==> src/rtl/axis_read_header_injector_pkg.sv <==
// Constants and types shared by the read header injector and the command parser.
// The response status reuses the parser's READ opcode value.
package axis_read_header_injector_pkg;

    localparam logic [15:0] CMD_MAGIC      = 16'hC0DE;
    localparam logic [15:0] CMD_OP_READ    = 16'h0002;

    localparam logic [15:0] HDR_RESP_MAGIC = 16'hDA7A;
    localparam logic [15:0] STATUS_READ_OK = CMD_OP_READ;
    localparam int          STATUS_ERR_BIT = 15;
    localparam int          HDR_LEN        = 6;
    localparam int          HDR_IDX_W      = 3;

    typedef enum logic [1:0] {
        ST_IDLE,
        ST_HDR,
        ST_PAYLOAD,
        ST_DONE
    } state_t;

    // Payload length of a READ: number of BRAMs in range times words per BRAM.
    function automatic logic [31:0] calc_beats(input logic [3:0] bram_start,
                                               input logic [3:0] bram_end,
                                               input logic [9:0] count);
        logic [4:0] span;
        span = {1'b0, bram_end} - {1'b0, bram_start} + 5'd1;
        return 32'(span) * 32'(count);
    endfunction

endpackage

==> src/rtl/axis_skid_buffer.sv <==
// Two-entry AXI-Stream register slice carrying data+last; all outputs come
// straight from flops, and the upstream ready is registered as well.
module axis_skid_buffer #(
    parameter int W = 16
) (
    input  logic         aclk,
    input  logic         aresetn,
    input  logic [W-1:0] i_s_data,
    input  logic         i_s_last,
    input  logic         i_s_valid,
    output logic         o_s_ready,
    output logic [W-1:0] o_m_data,
    output logic         o_m_last,
    output logic         o_m_valid,
    input  logic         i_m_ready,
    output logic         o_empty
);

    logic [W-1:0] r_m_data;
    logic         r_m_last;
    logic         r_m_vld;
    logic [W-1:0] r_s_data;
    logic         r_s_last;
    logic         r_s_vld;
    logic         w_load_main;

    assign w_load_main = !r_m_vld || i_m_ready;
    assign o_s_ready   = !r_s_vld;
    assign o_empty     = !r_m_vld && !r_s_vld;
    assign o_m_data    = r_m_data;
    assign o_m_last    = r_m_last;
    assign o_m_valid   = r_m_vld;

    // The skid entry only fills when the output is stalled; it drains first.
    always_ff @(posedge aclk) begin
        if (!aresetn) begin
            r_m_data <= '0;
            r_m_last <= 1'b0;
            r_m_vld  <= 1'b0;
            r_s_data <= '0;
            r_s_last <= 1'b0;
            r_s_vld  <= 1'b0;
        end else if (w_load_main) begin
            if (r_s_vld) begin
                r_m_data <= r_s_data;
                r_m_last <= r_s_last;
                r_m_vld  <= 1'b1;
                r_s_vld  <= 1'b0;
            end else begin
                r_m_vld <= i_s_valid;
                if (i_s_valid) begin
                    r_m_data <= i_s_data;
                    r_m_last <= i_s_last;
                end
            end
        end else if (i_s_valid && !r_s_vld) begin
            r_s_data <= i_s_data;
            r_s_last <= i_s_last;
            r_s_vld  <= 1'b1;
        end
    end

endmodule

==> src/rtl/axis_read_header_injector.sv <==
// Prepends a 6-word response header to each READ payload, regenerates TLAST
// from a beat counter and flags disagreement with the upstream TLAST.
module axis_read_header_injector
    import axis_read_header_injector_pkg::*;
#(
    parameter int          DATA_WIDTH     = 16,
    parameter logic [15:0] RESP_MAGIC     = HDR_RESP_MAGIC,
    parameter int          BEAT_CNT_WIDTH = 14
) (
    input  logic                  aclk,
    input  logic                  aresetn,
    input  logic                  start,
    input  logic [3:0]            hdr_bram_start,
    input  logic [3:0]            hdr_bram_end,
    input  logic [8:0]            hdr_addr_start,
    input  logic [9:0]            hdr_count,
    input  logic [DATA_WIDTH-1:0] s_axis_tdata,
    input  logic                  s_axis_tvalid,
    output logic                  s_axis_tready,
    input  logic                  s_axis_tlast,
    output logic [DATA_WIDTH-1:0] m_axis_tdata,
    output logic                  m_axis_tvalid,
    input  logic                  m_axis_tready,
    output logic                  m_axis_tlast,
    output logic                  busy,
    output logic                  frame_done,
    output logic                  err_range,
    output logic                  err_tlast_early,
    output logic                  err_tlast_missing
);

    state_t                    r_state;
    state_t                    w_state_nxt;
    logic [3:0]                r_bram_start;
    logic [3:0]                r_bram_end;
    logic [8:0]                r_addr_start;
    logic [9:0]                r_count;
    logic                      r_range_bad;
    logic                      r_no_payload;
    logic [BEAT_CNT_WIDTH-1:0] r_remain;
    logic [HDR_IDX_W-1:0]      r_hdr_idx;
    logic                      r_err_range;
    logic                      r_err_early;
    logic                      r_err_missing;

    logic                      w_start_acc;
    logic                      w_range_bad;
    logic [BEAT_CNT_WIDTH-1:0] w_beats;
    logic                      w_final;
    logic                      w_hdr_last_word;
    logic [15:0]               w_status;
    logic [DATA_WIDTH-1:0]     w_hdr_word;
    logic [DATA_WIDTH-1:0]     w_push_data;
    logic                      w_push_last;
    logic                      w_push_vld;
    logic                      w_push_fire;
    logic                      w_skid_rdy;
    logic                      w_skid_empty;

    assign w_start_acc     = start && (r_state == ST_IDLE);
    assign w_range_bad     = hdr_bram_end < hdr_bram_start;
    assign w_beats         = BEAT_CNT_WIDTH'(calc_beats(hdr_bram_start, hdr_bram_end, hdr_count));
    assign w_final         = r_remain == BEAT_CNT_WIDTH'(1);
    assign w_hdr_last_word = r_hdr_idx == HDR_IDX_W'(HDR_LEN - 1);
    assign w_push_fire     = w_push_vld && w_skid_rdy;

    assign busy              = r_state != ST_IDLE;
    assign err_range         = r_err_range;
    assign err_tlast_early   = r_err_early;
    assign err_tlast_missing = r_err_missing;

    always_comb begin
        w_status                 = STATUS_READ_OK;
        w_status[STATUS_ERR_BIT] = r_range_bad;
    end

    always_comb begin
        w_hdr_word = '0;
        case (r_hdr_idx)
            3'd0:    w_hdr_word = DATA_WIDTH'(RESP_MAGIC);
            3'd1:    w_hdr_word = DATA_WIDTH'(w_status);
            3'd2:    w_hdr_word = DATA_WIDTH'(r_bram_start);
            3'd3:    w_hdr_word = DATA_WIDTH'(r_bram_end);
            3'd4:    w_hdr_word = DATA_WIDTH'(r_addr_start);
            3'd5:    w_hdr_word = DATA_WIDTH'(r_count);
            default: w_hdr_word = '0;
        endcase
    end

    always_comb begin
        w_state_nxt   = r_state;
        w_push_vld    = 1'b0;
        w_push_data   = '0;
        w_push_last   = 1'b0;
        s_axis_tready = 1'b0;
        frame_done    = 1'b0;
        case (r_state)
            ST_IDLE: begin
                if (start) w_state_nxt = ST_HDR;
            end
            ST_HDR: begin
                w_push_vld  = 1'b1;
                w_push_data = w_hdr_word;
                // Header-only frames end on word 5.
                w_push_last = w_hdr_last_word && r_no_payload;
                if (w_skid_rdy && w_hdr_last_word)
                    w_state_nxt = r_no_payload ? ST_DONE : ST_PAYLOAD;
            end
            ST_PAYLOAD: begin
                s_axis_tready = w_skid_rdy;
                w_push_vld    = s_axis_tvalid;
                w_push_data   = s_axis_tdata;
                w_push_last   = w_final || s_axis_tlast;
                if (w_push_fire && (w_final || s_axis_tlast)) w_state_nxt = ST_DONE;
            end
            ST_DONE: begin
                // Only this frame's beats were pushed, so empty means TLAST left.
                if (w_skid_empty) begin
                    frame_done  = 1'b1;
                    w_state_nxt = ST_IDLE;
                end
            end
            default: w_state_nxt = ST_IDLE;
        endcase
    end

    always_ff @(posedge aclk) begin
        if (!aresetn) begin
            r_state       <= ST_IDLE;
            r_bram_start  <= '0;
            r_bram_end    <= '0;
            r_addr_start  <= '0;
            r_count       <= '0;
            r_range_bad   <= 1'b0;
            r_no_payload  <= 1'b0;
            r_remain      <= '0;
            r_hdr_idx     <= '0;
            r_err_range   <= 1'b0;
            r_err_early   <= 1'b0;
            r_err_missing <= 1'b0;
        end else begin
            r_state <= w_state_nxt;
            if (w_start_acc) begin
                r_bram_start  <= hdr_bram_start;
                r_bram_end    <= hdr_bram_end;
                r_addr_start  <= hdr_addr_start;
                r_count       <= hdr_count;
                r_range_bad   <= w_range_bad;
                r_no_payload  <= w_range_bad || (w_beats == '0);
                r_remain      <= w_beats;
                r_hdr_idx     <= '0;
                r_err_range   <= w_range_bad;
                r_err_early   <= 1'b0;
                r_err_missing <= 1'b0;
            end
            if (r_state == ST_HDR && w_skid_rdy) r_hdr_idx <= r_hdr_idx + 1'b1;
            if (r_state == ST_PAYLOAD && w_push_fire) begin
                r_remain <= r_remain - 1'b1;
                if (w_final && !s_axis_tlast)      r_err_missing <= 1'b1;
                else if (!w_final && s_axis_tlast) r_err_early   <= 1'b1;
            end
        end
    end

    axis_skid_buffer #(
        .W (DATA_WIDTH)
    ) u_skid (
        .aclk      (aclk),
        .aresetn   (aresetn),
        .i_s_data  (w_push_data),
        .i_s_last  (w_push_last),
        .i_s_valid (w_push_vld),
        .o_s_ready (w_skid_rdy),
        .o_m_data  (m_axis_tdata),
        .o_m_last  (m_axis_tlast),
        .o_m_valid (m_axis_tvalid),
        .i_m_ready (m_axis_tready),
        .o_empty   (w_skid_empty)
    );

endmodule
==> config.mk <==
export PLATFORM = sky130hd
export DESIGN_NAME = axis_read_header_injector
export DESIGN_NICKNAME = d
export VERILOG_FILES = /design/src/rtl/axis_read_header_injector_pkg.sv /design/src/rtl/axis_skid_buffer.sv /design/src/rtl/axis_read_header_injector.sv
export SDC_FILE = /design/constraint.sdc
export NUM_CORES = 1
export LEC_CHECK = 0
export BUFFER_PORTS_ARGS = -buffer_cell sky130_fd_sc_hd__buf_2
export CORE_AREA = 4 4 120 122
export CTS_CLUSTER_SIZE = 12
export DETAILED_ROUTE_END_ITERATION = 10
export DIE_AREA = 0 0 124 126
export SYNTH_ARGS = -nofsm -noshare
export SYNTH_HDL_FRONTEND = slang
export SYNTH_HIERARCHICAL = 1
export SYNTH_SLANG_ARGS = --single-unit
export TNS_END_PERCENT = 10
==> constraint.sdc <==
create_clock -name aclk -period 15.2 [get_ports aclk]
set_input_delay 3.04 -clock aclk [delete_from_list [all_inputs] [get_ports aclk]]
set_output_delay 3.04 -clock aclk [all_outputs]
set_load 0.005 [all_outputs]
# After elaboration in Yosys (flattened, before gate mapping)
# Index checks and enable logic that the tools add are counted.
[word_totals] output_inout_bits=24 ff_bits=86 in_bits=49
[classes] add_sub_neg=4 n_reduce_logical=28 eq_ne=13 order_cmp=1 bitwise_logic=2 mul=1 mux=29
[op_table] cell="16-bit one-hot mux with 6 select lines" count=1
[op_table] cell="16-bit two-way mux" count=2
[op_table] cell="16-bit one-hot mux with 2 select lines" count=1
[op_table] cell="14-bit two-way mux" count=2
[op_table] cell="14-bit by 1-bit equality test with 1-bit output (second input constant)" count=1
[op_table] cell="14-bit logical NOT" count=1
[op_table] cell="5-bit by 10-bit multiplier with 14-bit output" count=1
[op_table] cell="1-bit two-way mux" count=14
[op_table] cell="14-bit by 1-bit subtractor with 14-bit output (second input constant)" count=1
[op_table] cell="1-bit logical AND" count=10
[op_table] cell="2-bit two-way mux" count=4
[op_table] cell="2-bit one-hot mux with 4 select lines" count=1
[op_table] cell="2-bit nonzero test" count=4
[op_table] cell="3-bit by 2-bit equality test with 1-bit output (second input constant)" count=2
[op_table] cell="3-bit equality test (second input constant)" count=2
[op_table] cell="3-bit two-way mux" count=2
[op_table] cell="2-bit inequality test (second input constant)" count=3
[op_table] cell="5-bit by 1-bit adder with 5-bit output (second input constant)" count=1
[op_table] cell="4-bit by 4-bit subtractor with 5-bit output" count=1
[op_table] cell="2-bit equality test (second input constant)" count=2
[op_table] cell="1-bit logical NOT" count=4
[op_table] cell="4-bit less-than comparator" count=1
[op_table] cell="1-bit one-hot mux with 2 select lines" count=2
[op_table] cell="2-bit AND reduction" count=2
[op_table] cell="10 further kinds" count=13

# Depth between registers and ports, before layout
[depth] word_depth=6 ltp_mapped=21 ltp_nobuf=21

# Hierarchy
# The synthesis kept the hierarchy.
[by_module_without_submodules] module="axis_read_header_injector" area_per_inst_um2=4371.7 seq_area_each_um2=1001.0 cells_each=572 instances=1
[by_module_without_submodules] module="axis_skid_buffer" area_per_inst_um2=1559.0 seq_area_each_um2=720.7 cells_each=165 instances=1

# Worst setup path after synthesis
# Ideal clock, no wire load.
[synth_path] path_type="input port to flip-flop" from="in hdr_bram_start[2]" to="reg r_no_payload" setup_ns=0.101 t_arrival_ns=7.813 cell_stages=19 path_slack_ns=7.286 cell_sequence="inv_1 -> ha_1 -> fa_1 -> a21oi_1 -> and2_1 -> xor2_1 -> and2_1 -> fa_1 -> fa_1 -> inv_1 -> fa_1 -> inv_1 -> ha_1 -> a21oi_1 -> o211ai_1 -> a2111oi_0 -> or4_1 -> nand2_1 -> o41ai_1"
[synth_via] elab_chain_cells=5 word_cells_on_any_way=6 classes_between="add/sub: 2; mul: 1; order compare: 1; reduce/logical: 2"
[synth_lines] item="start: declaration" line="axis_read_header_injector.sv:13" text="input logic [3:0] hdr_bram_start,"
[synth_lines] item="4-bit by 4-bit subtractor with 5-bit output" line="axis_read_header_injector_pkg.sv:26" text="span = {1'b0, bram_end} - {1'b0, bram_start} + 5'd1;"
[synth_lines] item="5-bit by 1-bit adder with 5-bit output" line="axis_read_header_injector_pkg.sv:26"
[synth_lines] item="5-bit by 10-bit multiplier with 14-bit output" line="axis_read_header_injector_pkg.sv:27" text="return 32'(span) * 32'(count);"
[synth_lines] item="14-bit logical NOT" line="axis_read_header_injector.sv:149" text="r_no_payload <= w_range_bad || (w_beats == '0);"
[synth_lines] item="1-bit logical OR *" line="axis_read_header_injector.sv:149"
[synth_lines] item="end signal: assignment" line="axis_read_header_injector.sv:149"
[synth_lines] item="end: declaration" line="axis_read_header_injector.sv:39" text="logic r_no_payload;"
# Every way passes the cells marked *; elsewhere a longest branch is shown, timed or not.
# A chain may end at the register's enable or synchronous reset.

# Worst setup path in the final report
# Ends and elaborated chain as after synthesis.

==> results.py <==
metrics = {
    "logic_synthesis": {
        "async_flop_share": 0,
        "synth_top_area_cell": "dfxtp_1",
        "synthTopCellsByArea": "dfxtp_1 29%, ha_1 9.1%, fa_1 8.4%, nand2_1 8.4%, a21oi_1 5.6%",
        "netlist_area_um2": 5930,
        "synth-edff-count": 0,
        "yosysWarningCount": 6,
        "avgSynthCellArea_um2": 8.05,
        "synth_ff_type": "dfxtp_1",
        "synth_top_area_frac": 0.290,
        "yosys_register_bits": 86,
        "seq_area_frac_synth": 0.290,
        "ys_types": 61,
        "syn_inst": 737,
        "syn_nets": 854,
    },
    "route": {
        "drcViolationCount": 0,
        "antenna_left": 0,
        "avgRoutedWirePerCell_um": 15.3,
        "firstDrtPassIters": 5,
        "vias": 5258,
        "viasPerCell": 5.45,
        "drt-initial-drc-count": 354,
        "totalWireLength_mm": 14.8,
    },
    "cells_and_area": {
        "fin_nets": 901,
        "regArea_um2": 1720,
        "fillers": 1281,
        "layout_commonest_cell": "nand2_1",
        "multi_input_area_um2": 3840,
        "areaGrowthSynthToFinish_pct": 12.7,
        "antenna_cells": 0,
        "layout_common_cells": "132 x nand2_1, 86 x dfxtp_1, 72 x buf_2, 66 x a21oi_1, 53 x inv_1",
        "final_core_util": 0.507,
        "drive_gt1_frac": 0.127,
    },
    "power": {
        "p_leak_nw": 3.02,
        "ir_drop_uv": 89.0,
        "p_per_area_nw_per_um2": 168,
    },
    "cts": {
        "cts_tree": "done",
        "cts_htree_levels": 3,
        "clock_path_buffers": 2,
        "ctsRootBufferMaster": "clkbuf_16",
        "clock_latency_ns": 0.35,
        "numCtsBuffers": 9,
        "clk_pin_slew_ns": 0.06,
        "cts_resized": 0,
        "holdBufCountCts": 0,
        "post_cts_buffers": 0,
        "cts_sinks": 86,
    },
    "global_route": {
        "grt_usage": 0.197,
        "overflow": 0,
        "grt_max_degree": 45,
        "antenna_found_initial": 0,
        "grt_pass1_vias": 4956,
        "grt_pass1_wl_mm": 24.8,
    },
    "place": {
        "io_buffer_count": 72,
        "gp_congestion": 0.826,
        "hpwlAfterDp_mm": 11.2,
        "preCtsSetupSlack_ns": 6.62,
    },
    "sta": {
        "fin_ws_ns": 6.88,
        "fin_crit_sh": 0.548,
        "final-hold-violation-count": 0,
        "max_freq_ghz": 0.120,
        "tightest_slew_ns": 0.958,
        "report.final.slew_viol_count": 0,
        "finalCriticalPeriod_ns": 8.32,
        "skew_ns": 0.00767,
        "rsz0062_at_grt": "no",
        "tns_ns": 0,
        "setup_viol": 0,
        "maxSlewHeadroom": 0.360,
    },
    "worst_setup_path": {
        "end_kind": "flop",
        "reg2reg_to": "r_remain[10]",
        "critical_path.max_fanout": 9,
        "r2r_slack_ns": 11.92,
        "start_kind": "primary input",
        "required_ns": 15.45,
        "reg2reg_from": "r_state[0]",
        "worstSetupPathType": "in2reg",
        "reg2regPathDepth": 7,
        "worstSetupStartpoint": "hdr_bram_start[2]",
        "cp.arrival_ns": 8.57,
    },
    "hold_path": {
        "hold_depth": 2,
        "hold_path.class": "reg2reg",
        "hold_end": "u_skid/r_s_data[8]",
        "hp-start": "u_skid/r_s_data[8]",
    },
    "status": {
        "outcome": "finished clean",
    },
    "die": {
        "dieArea_um2": 15600,
        "ios": 73,
        "rows": 42,
        "fp.dieH_um": 126,
        "core_um2": 13200,
        "fp.dieW_um": 124,
        "initial_core_util": 0.450,
    },
    "run": {
        "maxCapViolations": 0,
    },
}
synthesized netlist by cell type (3+ instances only):
master / n
nand2_1: 132
dfxtp_1: 86
a21oi_1: 66
inv_1: 53
ha_1: 43
nor2_1: 43
and2_1: 38
nand3_1: 32
clkbuf_1: 29
fa_1: 25
mux2i_1: 20
a21boi_1: 18
o211a_1: 18
o21ai_0: 15
xor2_1: 8
nor3_1: 7
a22oi_1: 6
a31oi_1: 6
o211ai_1: 6
buf_2: 5
nor4_1: 5
o21a_1: 5
xnor2_1: 5
a2111oi_0: 4
nand2b_1: 4
a21o_1: 3
buf_1: 3
buf_6: 3
nand4_1: 3
o41ai_1: 3
or3_1: 3
where the power goes:
group          switching [mW]  internal [mW]
Sequential             0.0318          0.271
Combinational           0.356          0.232
Clock                  0.0988          0.130
Total                   0.487          0.633
stage by stage:
stage	instances	area, um^2	total power [mW]	hold slack, ns
6_report	965	6680	1.12	0.454
5_1_grt	965	6680	1.23	0.466
4_1_cts	965	6680	1.13	0.455
3_5_place_dp	949	6380	0.894	0.446
3_3_place_gp	949	6380	0.884	0.441
2_1_floorplan	737	5930	0.750	0.433
area by class of cell:
| cell class | count | area share |
|---|---|---|
| Clock buffer | 9 | 0.0337 |
| Clock inverter | 7 | 0.0122 |
| Inverter | 55 | 0.0309 |
| Multi-Input combinational cell | 556 | 0.574 |
| Sequential cell | 86 | 0.258 |
| Tap cell | 176 | 0.0329 |
| Timing Repair Buffer | 76 | 0.0584 |
kinds of logic after synthesis:
group                      synth area share
and+or+nand+nor                       0.225
xor gates and xnor gates             0.0192
DFF                                   0.290
muxes                                0.0338
AOI/OAI and AO/OA                     0.192
adders and majority gates             0.175
buffers and inverters                0.0650
worst max-delay path by stage:
| stage | endpoint | cells after the start |
|---|---|---|
| 6_report | r_no_payload | 20 |
| 5_1_grt | r_no_payload | 20 |
| 4_1_cts | r_no_payload | 20 |
| 3_5_place_dp | r_no_payload | 20 |
| 3_3_place_gp | r_no_payload | 20 |
| 2_1_floorplan | r_no_payload | 19 |
flip-flops by register name, indices dropped and copies added (netlist names), 2 cells and up:
signal / count
r_hdr_idx: 3
u_skid/o_m_data: 16
r_bram_end: 4
r_remain: 14
r_state: 2
r_count: 10
u_skid/r_s_data: 16
r_addr_start: 9
r_bram_start: 4
critical path, cell delays in order:
cell       delay (ns)
buf_2            0.09
inv_1            0.03
ha_1             0.22
fa_1             0.51
a21oi_1          0.24
and2_1           0.17
xor2_1           0.47
and2_1           0.24
fa_1             0.42
fa_1             0.54
inv_1            0.05
fa_1             0.53
inv_1            0.04
ha_1             0.34
a21oi_1          0.28
o211ai_1         0.18
a2111oi_0        0.59
or4_1            0.22
nand2_1          0.06
o41ai_1          0.29
metal layers:
layer / global-route usage / up-vias / wire (um)
li1: - / 2623 / -
met1: 0.273 / 2522 / 7010
met2: 0.315 / 92 / 7040
met3: 0.0363 / 21 / 547
met4: 0.0522 / 0 / 213
met5: 0 / - / 0
No activity file was read; power rests on OpenSTA's default activity.
